`config.mk`:
```
export PLATFORM = sky130hd
export DESIGN_NAME = text_console
export DESIGN_NICKNAME = d
export VERILOG_FILES = /design/src/rtl/video_pkg.sv /design/src/rtl/text_console.sv
export SDC_FILE = /design/constraint.sdc
export NUM_CORES = 1
export LEC_CHECK = 0
export BUFFER_PORTS_ARGS = -buffer_cell sky130_fd_sc_hd__clkbuf_2
export CORE_UTILIZATION = 59
export CTS_BUF_LIST = sky130_fd_sc_hd__clkbuf_8
export DETAILED_ROUTE_END_ITERATION = 12
export GPL_ROUTABILITY_DRIVEN = 0
export MAX_ROUTING_LAYER = met4
export PLACE_DENSITY = 0.84
export SYNTH_ARGS = -nofsm -noshare
export SYNTH_HDL_FRONTEND = slang
export SYNTH_SLANG_ARGS = --single-unit
```
`constraint.sdc`:
```
create_clock -name clk_pixel -period 2.75 [get_ports clk_pixel]
set_clock_uncertainty 0.1 [all_clocks]
set_input_delay 0.6875 -clock clk_pixel [delete_from_list [all_inputs] [get_ports clk_pixel]]
set_output_delay 0.6875 -clock clk_pixel [all_outputs]
set_load 0.1 [all_outputs]
```
`src/rtl/video_pkg.sv`:
```
// Shared video geometry: buffer placement and size, the blank fill code,
// the console control codes, and the cell address helper.
package video_pkg;

    localparam int unsigned COLS      = 64;
    localparam int unsigned ROWS      = 40;
    localparam logic [15:0] BASE_ADDR = 16'hF600;
    localparam logic [7:0]  BLANK     = 8'h20;

    localparam logic [7:0] CHAR_BS = 8'h08;
    localparam logic [7:0] CHAR_LF = 8'h0A;
    localparam logic [7:0] CHAR_FF = 8'h0C;
    localparam logic [7:0] CHAR_CR = 8'h0D;

    // Address of the cell at (col, row); wraps modulo 2^16.
    function automatic logic [15:0] cell_addr(input logic [15:0] base,
                                              input int unsigned cols,
                                              input logic [5:0]  col,
                                              input logic [5:0]  row);
        return base + 16'(row) * 16'(cols) + 16'(col);
    endfunction

endpackage

```
`src/rtl/text_console.sv`:
```
// Character terminal writer: accepts a byte stream, places glyphs into the
// character buffer, interprets CR/BS/LF/FF and scrolls or clears the buffer.
module text_console #(
    parameter int unsigned COLS      = video_pkg::COLS,
    parameter int unsigned ROWS      = video_pkg::ROWS,
    parameter logic [15:0] BASE_ADDR = video_pkg::BASE_ADDR,
    parameter logic [7:0]  BLANK     = video_pkg::BLANK
) (
    input  logic        clk_pixel,
    input  logic        reset,
    input  logic        in_valid,
    input  logic [7:0]  in_data,
    output logic        in_ready,
    output logic [15:0] mem_addr,
    output logic        mem_en,
    output logic        mem_we,
    output logic [7:0]  mem_wdata,
    input  logic [7:0]  mem_rdata,
    output logic [5:0]  cursor_col,
    output logic [5:0]  cursor_row,
    output logic        busy
);

    localparam logic [2:0] S_IDLE      = 3'd0;
    localparam logic [2:0] S_WRITE     = 3'd1;
    localparam logic [2:0] S_SCROLL_RD = 3'd2;
    localparam logic [2:0] S_SCROLL_WR = 3'd3;
    localparam logic [2:0] S_CLEAR_ALL = 3'd4;
    localparam logic [2:0] S_CLEAR_ROW = 3'd5;

    localparam logic [15:0] CELLS         = 16'(COLS * ROWS);
    localparam logic [15:0] LAST_ADDR     = BASE_ADDR + CELLS - 16'd1;
    localparam logic [15:0] SRC_FIRST     = BASE_ADDR + 16'(COLS);
    localparam logic [15:0] LAST_ROW_ADDR = BASE_ADDR + 16'((ROWS - 1) * COLS);
    localparam logic [5:0]  COL_MAX       = 6'(COLS - 1);
    localparam logic [5:0]  ROW_MAX       = 6'(ROWS - 1);

    logic [2:0]  state_q, state_d;
    logic [5:0]  col_q, col_d;
    logic [5:0]  row_q, row_d;
    logic [15:0] ptr_q, ptr_d;    // write target, scroll source or clear pointer
    logic [7:0]  char_q, char_d;  // glyph waiting in WRITE
    // Low while reset is held and for nothing else: it keeps the strobes
    // quiet in the reset state even though that state is CLEAR_ALL.
    logic        live_q;

    // Next-state logic: byte decode in IDLE, cursor advance, scroll and clear stepping.
    always_comb begin
        // NOTE: every signal gets a default first so no latch is inferred.
        state_d = state_q;
        col_d   = col_q;
        row_d   = row_q;
        ptr_d   = ptr_q;
        char_d  = char_q;
        case (state_q)
            S_IDLE: begin
                if (in_valid) begin
                    case (in_data)
                        video_pkg::CHAR_CR: col_d = 6'd0;
                        video_pkg::CHAR_BS: begin
                            if (col_q != 6'd0) col_d = col_q - 6'd1;
                        end
                        video_pkg::CHAR_LF: begin
                            if (row_q != ROW_MAX) begin
                                row_d = row_q + 6'd1;
                            end else begin
                                state_d = S_SCROLL_RD;
                                ptr_d   = SRC_FIRST;
                            end
                        end
                        video_pkg::CHAR_FF: begin
                            col_d   = 6'd0;
                            row_d   = 6'd0;
                            state_d = S_CLEAR_ALL;
                            ptr_d   = BASE_ADDR;
                        end
                        default: begin
                            state_d = S_WRITE;
                            ptr_d   = video_pkg::cell_addr(BASE_ADDR, COLS, col_q, row_q);
                            char_d  = in_data;
                        end
                    endcase
                end
            end
            S_WRITE: begin
                if (col_q != COL_MAX) begin
                    col_d   = col_q + 6'd1;
                    state_d = S_IDLE;
                end else if (row_q != ROW_MAX) begin
                    col_d   = 6'd0;
                    row_d   = row_q + 6'd1;
                    state_d = S_IDLE;
                end else begin
                    col_d   = 6'd0;
                    state_d = S_SCROLL_RD;
                    ptr_d   = SRC_FIRST;
                end
            end
            S_SCROLL_RD: state_d = S_SCROLL_WR;
            S_SCROLL_WR: begin
                if (ptr_q == LAST_ADDR) begin
                    state_d = S_CLEAR_ROW;
                    ptr_d   = LAST_ROW_ADDR;
                end else begin
                    state_d = S_SCROLL_RD;
                    ptr_d   = ptr_q + 16'd1;
                end
            end
            S_CLEAR_ALL: begin
                if (live_q) begin
                    if (ptr_q == LAST_ADDR) state_d = S_IDLE;
                    else                    ptr_d   = ptr_q + 16'd1;
                end
            end
            S_CLEAR_ROW: begin
                if (ptr_q == LAST_ADDR) begin
                    state_d = S_IDLE;
                    col_d   = 6'd0;
                    row_d   = ROW_MAX;
                end else begin
                    ptr_d = ptr_q + 16'd1;
                end
            end
            default: begin
                state_d = S_CLEAR_ALL;
                ptr_d   = BASE_ADDR;
            end
        endcase
    end

    // State registers with synchronous reset into a held, silent clear.
    always_ff @(posedge clk_pixel) begin
        // NOTE: sequential state is updated with non-blocking assignments only.
        if (reset) begin
            state_q <= S_CLEAR_ALL;
            col_q   <= 6'd0;
            row_q   <= 6'd0;
            ptr_q   <= BASE_ADDR;
            char_q  <= BLANK;
            live_q  <= 1'b0;
        end else begin
            state_q <= state_d;
            col_q   <= col_d;
            row_q   <= row_d;
            ptr_q   <= ptr_d;
            char_q  <= char_d;
            live_q  <= 1'b1;
        end
    end

    // Output decode from registered state only; scroll write data is the RAM read return.
    always_comb begin
        in_ready   = (state_q == S_IDLE);
        busy       = (state_q == S_SCROLL_RD) || (state_q == S_SCROLL_WR) ||
                     (state_q == S_CLEAR_ALL) || (state_q == S_CLEAR_ROW);
        mem_en     = live_q && (state_q != S_IDLE);
        mem_we     = mem_en && (state_q != S_SCROLL_RD);
        mem_addr   = (state_q == S_SCROLL_WR) ? (ptr_q - 16'(COLS)) : ptr_q;
        mem_wdata  = BLANK;
        if (state_q == S_WRITE)     mem_wdata = char_q;
        if (state_q == S_SCROLL_WR) mem_wdata = mem_rdata;
        cursor_col = col_q;
        cursor_row = row_q;
    end

endmodule

```
# Word level (Yosys, flattened, before mapping)

Cells that the tools add are included.

$add $sub $neg: 7
Equal/unequal tests: 22
Mux-type cells: 33
Bitwise operators: 2
Reductions and logical operators: 17

Operators with widths:

| cell                                                                     | number |
|---|---|
| 16-bit two-way mux                                                       | 7 |
| 16-bit case mux with 6 select lines                                      | 1 |
| 6-bit two-way mux                                                        | 8 |
| 16-bit case mux with 3 select lines                                      | 1 |
| 6-bit case mux with 3 select lines                                       | 2 |
| 8-bit by 4-bit == test with 1-bit output (second input constant)         | 4 |
| 6-bit case mux with 2 select lines                                       | 2 |
| 3-bit case mux with 6 select lines                                       | 1 |
| 16-bit by 1-bit adder with 16-bit output (second input constant)         | 1 |
| 16-bit == test (second input constant)                                   | 1 |
| 8-bit two-way mux                                                        | 2 |
| 16-bit by 7-bit subtractor with 16-bit output (second input constant)    | 1 |
| 14-bit by 7-bit adder with 15-bit output                                 | 1 |
| 3-bit two-way mux                                                        | 5 |
| 5-bit AND reduction                                                      | 3 |
| 13-bit by 13-bit adder with 14-bit output (first input constant)         | 1 |
| 6-bit by 1-bit adder with 6-bit output (second input constant)           | 2 |
| 6-bit inequality test (second input constant)                            | 2 |
| 2-bit inequality test (second input constant)                            | 5 |
| 3-bit case mux with 3 select lines                                       | 1 |
| 3-bit by 2-bit == test with 1-bit output (second input constant)         | 2 |
| 3-bit == test (second input constant)                                    | 2 |
| 3-bit by 2-bit inequality test with 1-bit output (second input constant) | 2 |
| 3-bit inequality test (second input constant)                            | 2 |
| 15 further kinds                                                         | 22 |

Bits in registers: 40
Bits of input ports: 19
Output and inout port bits: 40
Logic and storage cells: 87

# Longest topological paths before layout

Gate-level depths: netlist (run 1).

Depth after elaboration: 5
Gate-level depth with buffers: 10
Gate-level depth less buffers: 8

# Worst setup path after synthesis (run 1)

No wires, ideal clock.

Kind: reg2out
From: reg state_q[1]
To: out mem_addr[7]
Arrival: 3.073 ns
Required time: 1.962 ns
Slack: -1.111 ns
Stages on the path, launching flop included: 4
Buffers on the path: 1
Path through: dfxtp_1 > clkbuf_1 > nand3b_1 > o21ai_0

Cells in the longest elaborated chain, start to end: 2

Ends and longest elaborated chain:

| element                                  | RTL line            | text |
|---|---|---|
| start: declaration                       | text_console.sv:38  | `logic [2:0] state_q, state_d;` |
| start signal: assignment                 | text_console.sv:142 | `state_q <= state_d;` |
| 3-bit by 2-bit == test with 1-bit output | text_console.sv:158 | `mem_addr = (state_q == S_SCROLL_WR) ? (ptr_q - 16'(COLS)) : ptr_q;` |
| 16-bit two-way mux                       | text_console.sv:158 |  |
| end: declaration                         | text_console.sv:14  | `output logic [15:0] mem_addr,` |

Every way passes these cells.

# Final worst setup path (run 1)

From: reg state_q[0]
To: out mem_wdata[6]

Cells in the longest elaborated chain, start to end: 3
Elaborated cells on any way between the ends: 4
Those cells by class: eq/ne (2); mux (2)

Ends and longest elaborated chain:

| element                                  | RTL line            | text |
|---|---|---|
| 3-bit by 1-bit == test with 1-bit output | text_console.sv:160 | `if (state_q == S_WRITE) mem_wdata = char_q;` |
| 8-bit two-way mux                        | text_console.sv:160 |  |
| 8-bit two-way mux *                      | text_console.sv:161 | `if (state_q == S_SCROLL_WR) mem_wdata = mem_rdata;` |
| end: declaration                         | text_console.sv:17  | `output logic [7:0] mem_wdata,` |

Every way passes the cells marked *; elsewhere a longest branch is shown, timed or not.

==> flow_summary.toml, run 1 <==
[outcome]
status = "complete, no violations"

[clocking]
cts-root-buf = "clkbuf_8"
cts.htree.levels = 2
worstSkewPairLatency_ns = 0.30
clockBufferDepth = 2
cts_num_sinks = 40
hold_buffers = 0
cts_tree = "yes"
cts_buffers = 5
path_clk_slew_ns = 0.09

[yosys]
synth_edf_count = 0
syn_area_per_cell_um2 = 7.59
syn-cell-area_um2 = 3350
ys_seq_area_frac = 0.239
ys_warn_count = 0
ys_types = 77
synth_seq_cells = 40
syn_nets = 473
syn_inst = 441
synth_ff_type = "dfxtp_1"
async_flop_share = 0

[grt]
grt_antenna_before_repair = 0
grt_max_degree = 27
grt-ovfl-total = 0
grt_pass1_vias = 3679
grt_first_pass_wirelength_mm = 17.6
grt_use_total = 0.376

[worst_setup_path]
r2r_slack_ns = 0.11
crit_arrival_ns = 1.90
crit_buf_inv = 2
rr_worst_depth = 8
r2r_start = "state_q[1]"
crit_path_start_kind = "flip-flop"
required_ns = 1.96
crit_path_end_kind = "output pin"
crit_end = "mem_wdata[6]"
worstPathMaxFanout = 15
crit_slowest_cell = "nor2_1"
worstPathCellList = "buf_4 -> nand2b_1 -> nor2_1 -> a22o_2 -> buf_12"
critPathKind = "reg -> out"
worst-path-stages = 5
regToRegEndpoint = "ptr_q[4]"
critPathMaxStageDelay_ns = 0.48
crit_family = "simple AND/OR/NAND/NOR gates"
startpoint = "state_q[0]"

[cells_and_area]
syn_to_final_growth_pct = 30.9
final_common_cell = "clkbuf_2"
final_core_util = 0.801
final_area_um2 = 4380
layout.nets = 539
drive_gt1_frac = 0.302
most-common-layout-cells = "clkbuf_2, nor2_1, buf_4, a21oi_1, dfxtp_1"
antenna_cells = 0

[power]
p_leak_nw = 1.73
finalPower_mw = 1.11
vdd_drop_max_uv = 338
power_density_nw_per_um2 = 254

[floorplanning]
row_count = 27
start_util = 0.612
die_area_um2 = 5980
io-pin-count = 59
core-area_um2 = 5470
die_y_um = 77.3
die_width_um = 77.3

[placement]
dpl_cell_area_um2 = 4260
portBuffers = 58
dp_hpwl_mm = 8.02

[routing]
drt-pass1-iter-count = 9
vias_per_cell = 6.75
wirelength_mm = 10.8
route.detailed.drc = 0
ant_nets = 0
vias = 3909
drt_iter0_drc = 534
wl_per_cell_um = 18.6

[timing]
final_hold_viol_count = 0
fmax_ghz = 0.372
tightest_slew_ns = 0.676
relSlewSlack = 0.547
period_minus_slack_ns = 2.69
setup_violations = 0
report.final.slew_viol_count = 0
rsz0062_at_grt = "no"
fin_crit_sh = 0.977

[flow_run]
maxCapViolations = 0

[hold_path]
hp-class = "reg -> reg"
## sequential cells by signal, indices dropped and copies added, names as in the netlist
register	count
cursor_row	6
live_q	1
cursor_col	6
char_q	8
state_q	3
ptr_q	16
## logic make-up (layout without fill, tap and decap cells)
kind of cell | after synthesis | in the layout | synth area share
AND/OR/NAND/NOR | 165 | 165 | 0.270
AO/OA/AOI/OAI | 141 | 141 | 0.300
buffers and inverters | 58 | 124 | 0.0770
flip-flops | 40 | 40 | 0.239
XOR/XNOR | 18 | 18 | 0.0471
adder cells (fa/ha/maj) | 13 | 13 | 0.0486
multiplexers | 6 | 6 | 0.0183
## metrics by stage
stage | hold WS (ns) | worst slack, ns | setup TNS (ns) | cells
after global placement | 0.345 | 0.0409 | 0 | 570
after CTS | 0.368 | 0.00169 | 0 | 579
after global routing | 0.387 | 0.000673 | 0 | 579
after detailed placement | 0.356 | -0.0302 | -0.0847 | 570
final | 0.372 | 0.0646 | 0 | 579
after floorplan | 0.337 | -0.373 | -0.610 | 441
## worst min-delay path by stage
stage	to	depth (start not counted)	slack [ns]	start
2_1_floorplan	char_q[7]	2	0.34	char_q[7]
3_3_place_gp	char_q[7]	2	0.35	char_q[7]
3_5_place_dp	char_q[7]	2	0.36	char_q[7]
4_1_cts	char_q[7]	2	0.37	char_q[7]
5_1_grt	char_q[7]	2	0.39	char_q[7]
6_report	char_q[7]	2	0.37	char_q[7]
## power breakdown
part | leakage, nW | internal [mW] | switching [mW]
clock | 0.0400 | 0.172 | 0.218
combinational | 1.37 | 0.0393 | 0.0965
sequential | 0.324 | 0.583 | 0.00337
total | 1.73 | 0.794 | 0.318
## worst min-delay path: stages (launching register included)
cell and delay, ns:
dfxtp_1 0.32, nand2_1 0.05, a21oi_1 0.06
## routing by layer
metal	global-route usage	wire length [um]
met1	0.442	3980
met4	0.162	396
met2	0.619	5210
met3	0.0812	1170
met5	-	0
## synth_stat cells (5+ instances only)
master	instances	area, um2
buf_4	8	60.1
nand2b_1	5	31.3
nor2_1	38	143
clkbuf_1	20	75.1
xor2_1	7	61.3
nand3_1	25	125
buf_2	6	30.0
nand2_1	33	124
mux2i_1	5	50.1
a21oi_1	35	175
dfxtp_1	40	801
a22o_1	8	70.1
o21ai_0	23	115
inv_1	21	78.8
ha_1	13	163
a221oi_1	8	70.1
xnor2_1	11	96.3
nand4_1	9	56.3
or3_1	5	31.3
a211oi_1	6	45.0
o2bb2ai_1	7	61.3
a31oi_1	8	50.1
nor3_1	17	85.1
## timing repair
action | 4_1_cts | 5_1_grt
pin swaps | 2 | 3
resized for setup | 1 | 7
setup buffers | 2 | 0
setup endpoints to repair | 2 | 4
hold endpoints to repair | 0 | 0
## layout make-up
cell class / count / area, um2
inverters: 22 / 82.6
flip-flops and latches: 40 / 807
multi-input cells: 343 / 2470
clock inverters: 2 / 12.5
well taps: 72 / 90.1
repair buffers: 95 / 851
fillers: 396 / 1090
clock buffers: 5 / 68.8
Note: power is estimated with default switching activity, not from simulation.
==> run 2, diff against run 1 <==
- MAX_ROUTING_LAYER: met4 -> default
==> flow_summary.toml, run 2 (synthesis results as in run 1) <==
[floorplanning]
io-pin-count = 59
die_width_um = 77.3
core-area_um2 = 5470
die_area_um2 = 5980
row_count = 27
start_util = 0.612
die_y_um = 77.3

[routing]
vias = 3897
vias_per_cell = 6.73
ant_nets = 0
drt_iter0_drc = 621
wirelength_mm = 10.7
route.detailed.drc = 0
drt-pass1-iter-count = 8
wl_per_cell_um = 18.4

[clocking]
cts-root-buf = "clkbuf_8"
cts.htree.levels = 2
cts_tree = "yes"
cts_num_sinks = 40
clockBufferDepth = 2
worstSkewPairLatency_ns = 0.30
hold_buffers = 0
cts_buffers = 5
path_clk_slew_ns = 0.09

[cells_and_area]
final_common_cell = "clkbuf_2"
drive_gt1_frac = 0.296
syn_to_final_growth_pct = 30.7
largest_register_ffs = 16
antenna_cells = 0
most-common-layout-cells = "clkbuf_2, nor2_1, dfxtp_1, buf_4, a21oi_1"
final_area_um2 = 4380
top_regs = "ptr_q (16), char_q (8)"
layoutNonFillerInstCount = 579
layout.nets = 539
top_register = "ptr_q"

[power]
power_density_nw_per_um2 = 255
p_leak_nw = 1.73
vdd_drop_max_uv = 338

[timing]
fmax_ghz = 0.372
relSlewSlack = 0.541
setup_violations = 0
rsz0062_at_grt = "yes"
period_minus_slack_ns = 2.69
tightest_slew_ns = 0.686
fin_crit_sh = 0.978
final_hold_viol_count = 0
report.final.slew_viol_count = 0

[worst_setup_path]
crit_family = "simple AND/OR/NAND/NOR gates"
required_ns = 1.96
critPathMaxStageDelay_ns = 0.39
crit_path_start_kind = "flip-flop"
crit_buf_inv = 1
crit_slowest_cell = "dfxtp_1"
worstPathCellList = "nor3_2 -> nand2b_1 -> nor3_2 -> nand3b_1 -> xnor2_4 -> buf_12"
critPathKind = "reg -> out"
worstPathMaxFanout = 7
crit_path_end_kind = "output pin"
crit_arrival_ns = 1.90
cpMostUsedCell = "nor3_2"

[outcome]
status = "complete, no violations"

[grt]
grt_first_pass_wirelength_mm = 17.7
grt_max_degree = 27
grt_use_total = 0.367
grt_antenna_before_repair = 0
grt-ovfl-total = 0
grt_pass1_vias = 3676

[placement]
dpl_cell_area_um2 = 4260
dp_hpwl_mm = 8.02
place_inst = 570
portBuffers = 58

[hold_path]
hp-class = "reg -> reg"

[flow_run]
maxCapViolations = 0
[run 2: cell counts in the layout (fill, tap and decap cells not counted)]
Identical to the previous run, type by type.
[run 2: layout make-up]
cell class	count	area [um2]
Clock buffer	5	68.8
Tap cell	72	90.1
Clock inverter	2	12.5
Inverter	22	82.6
Fill cell	397	1100
Multi-Input combinational cell	343	2470
Timing Repair Buffer	95	851
Sequential cell	40	805
[run 2: layer usage]
layer | track usage | share of wire | up-vias
met2 | 0.622 | 0.48 | 277
met1 | 0.445 | 0.37 | 1798
met4 | 0.157 | 0.039 | 0
met3 | 0.0788 | 0.11 | 60
li1 | - | - | 1762
met5 | 0 | 0 | -
[run 2: final timing paths]
path	start	to	slack [ns]	depth (start not counted)
min	char_q[7]	char_q[7]	0.37	2
min reg2reg	char_q[7]	char_q[7]	0.37	2
max reg2reg	state_q[1]	ptr_q[4]	0.09	8
max	ptr_q[8]	mem_addr[15]	0.06	6
[run 2: where the power goes]
part / switching [mW] / total (mW) / internal, mW
sequential: 0.00343 / 0.586 / 0.583
clock: 0.221 / 0.393 / 0.172
combinational: 0.0961 / 0.135 / 0.0393
[run 2: what timing repair did]
| item | in CTS | in global routing |
|---|---|---|
| gates resized for setup | 1 | 4 |
| pin swaps | 2 | 1 |
| buffers inserted | 2 | 0 |
| gates cloned | 0 | 0 |
| endpoints found under the setup margin | 2 | 4 |
[run 2: worst min-delay path: stages, from the launching register on]
cell and delay (ns):
dfxtp_1 0.32, nand2_1 0.05, a21oi_1 0.06
[run 2: metrics by stage]
| stage | hold WS, ns | setup WS [ns] | total power, mW | TNS, ns | utilization |
|---|---|---|---|---|---|
| global placement | 0.345 | 0.0409 | 0.728 | 0 | 0.779 |
| CTS | 0.368 | 0.00169 | 1.11 | 0 | 0.798 |
| global route | 0.387 | -0.0414 | 1.15 | -0.0428 | 0.800 |
| detailed placement | 0.356 | -0.0302 | 0.732 | -0.0847 | 0.779 |
| finish | 0.372 | 0.0618 | 1.11 | 0 | 0.800 |
| floorplan | 0.337 | -0.373 | 0.692 | -0.610 | - |
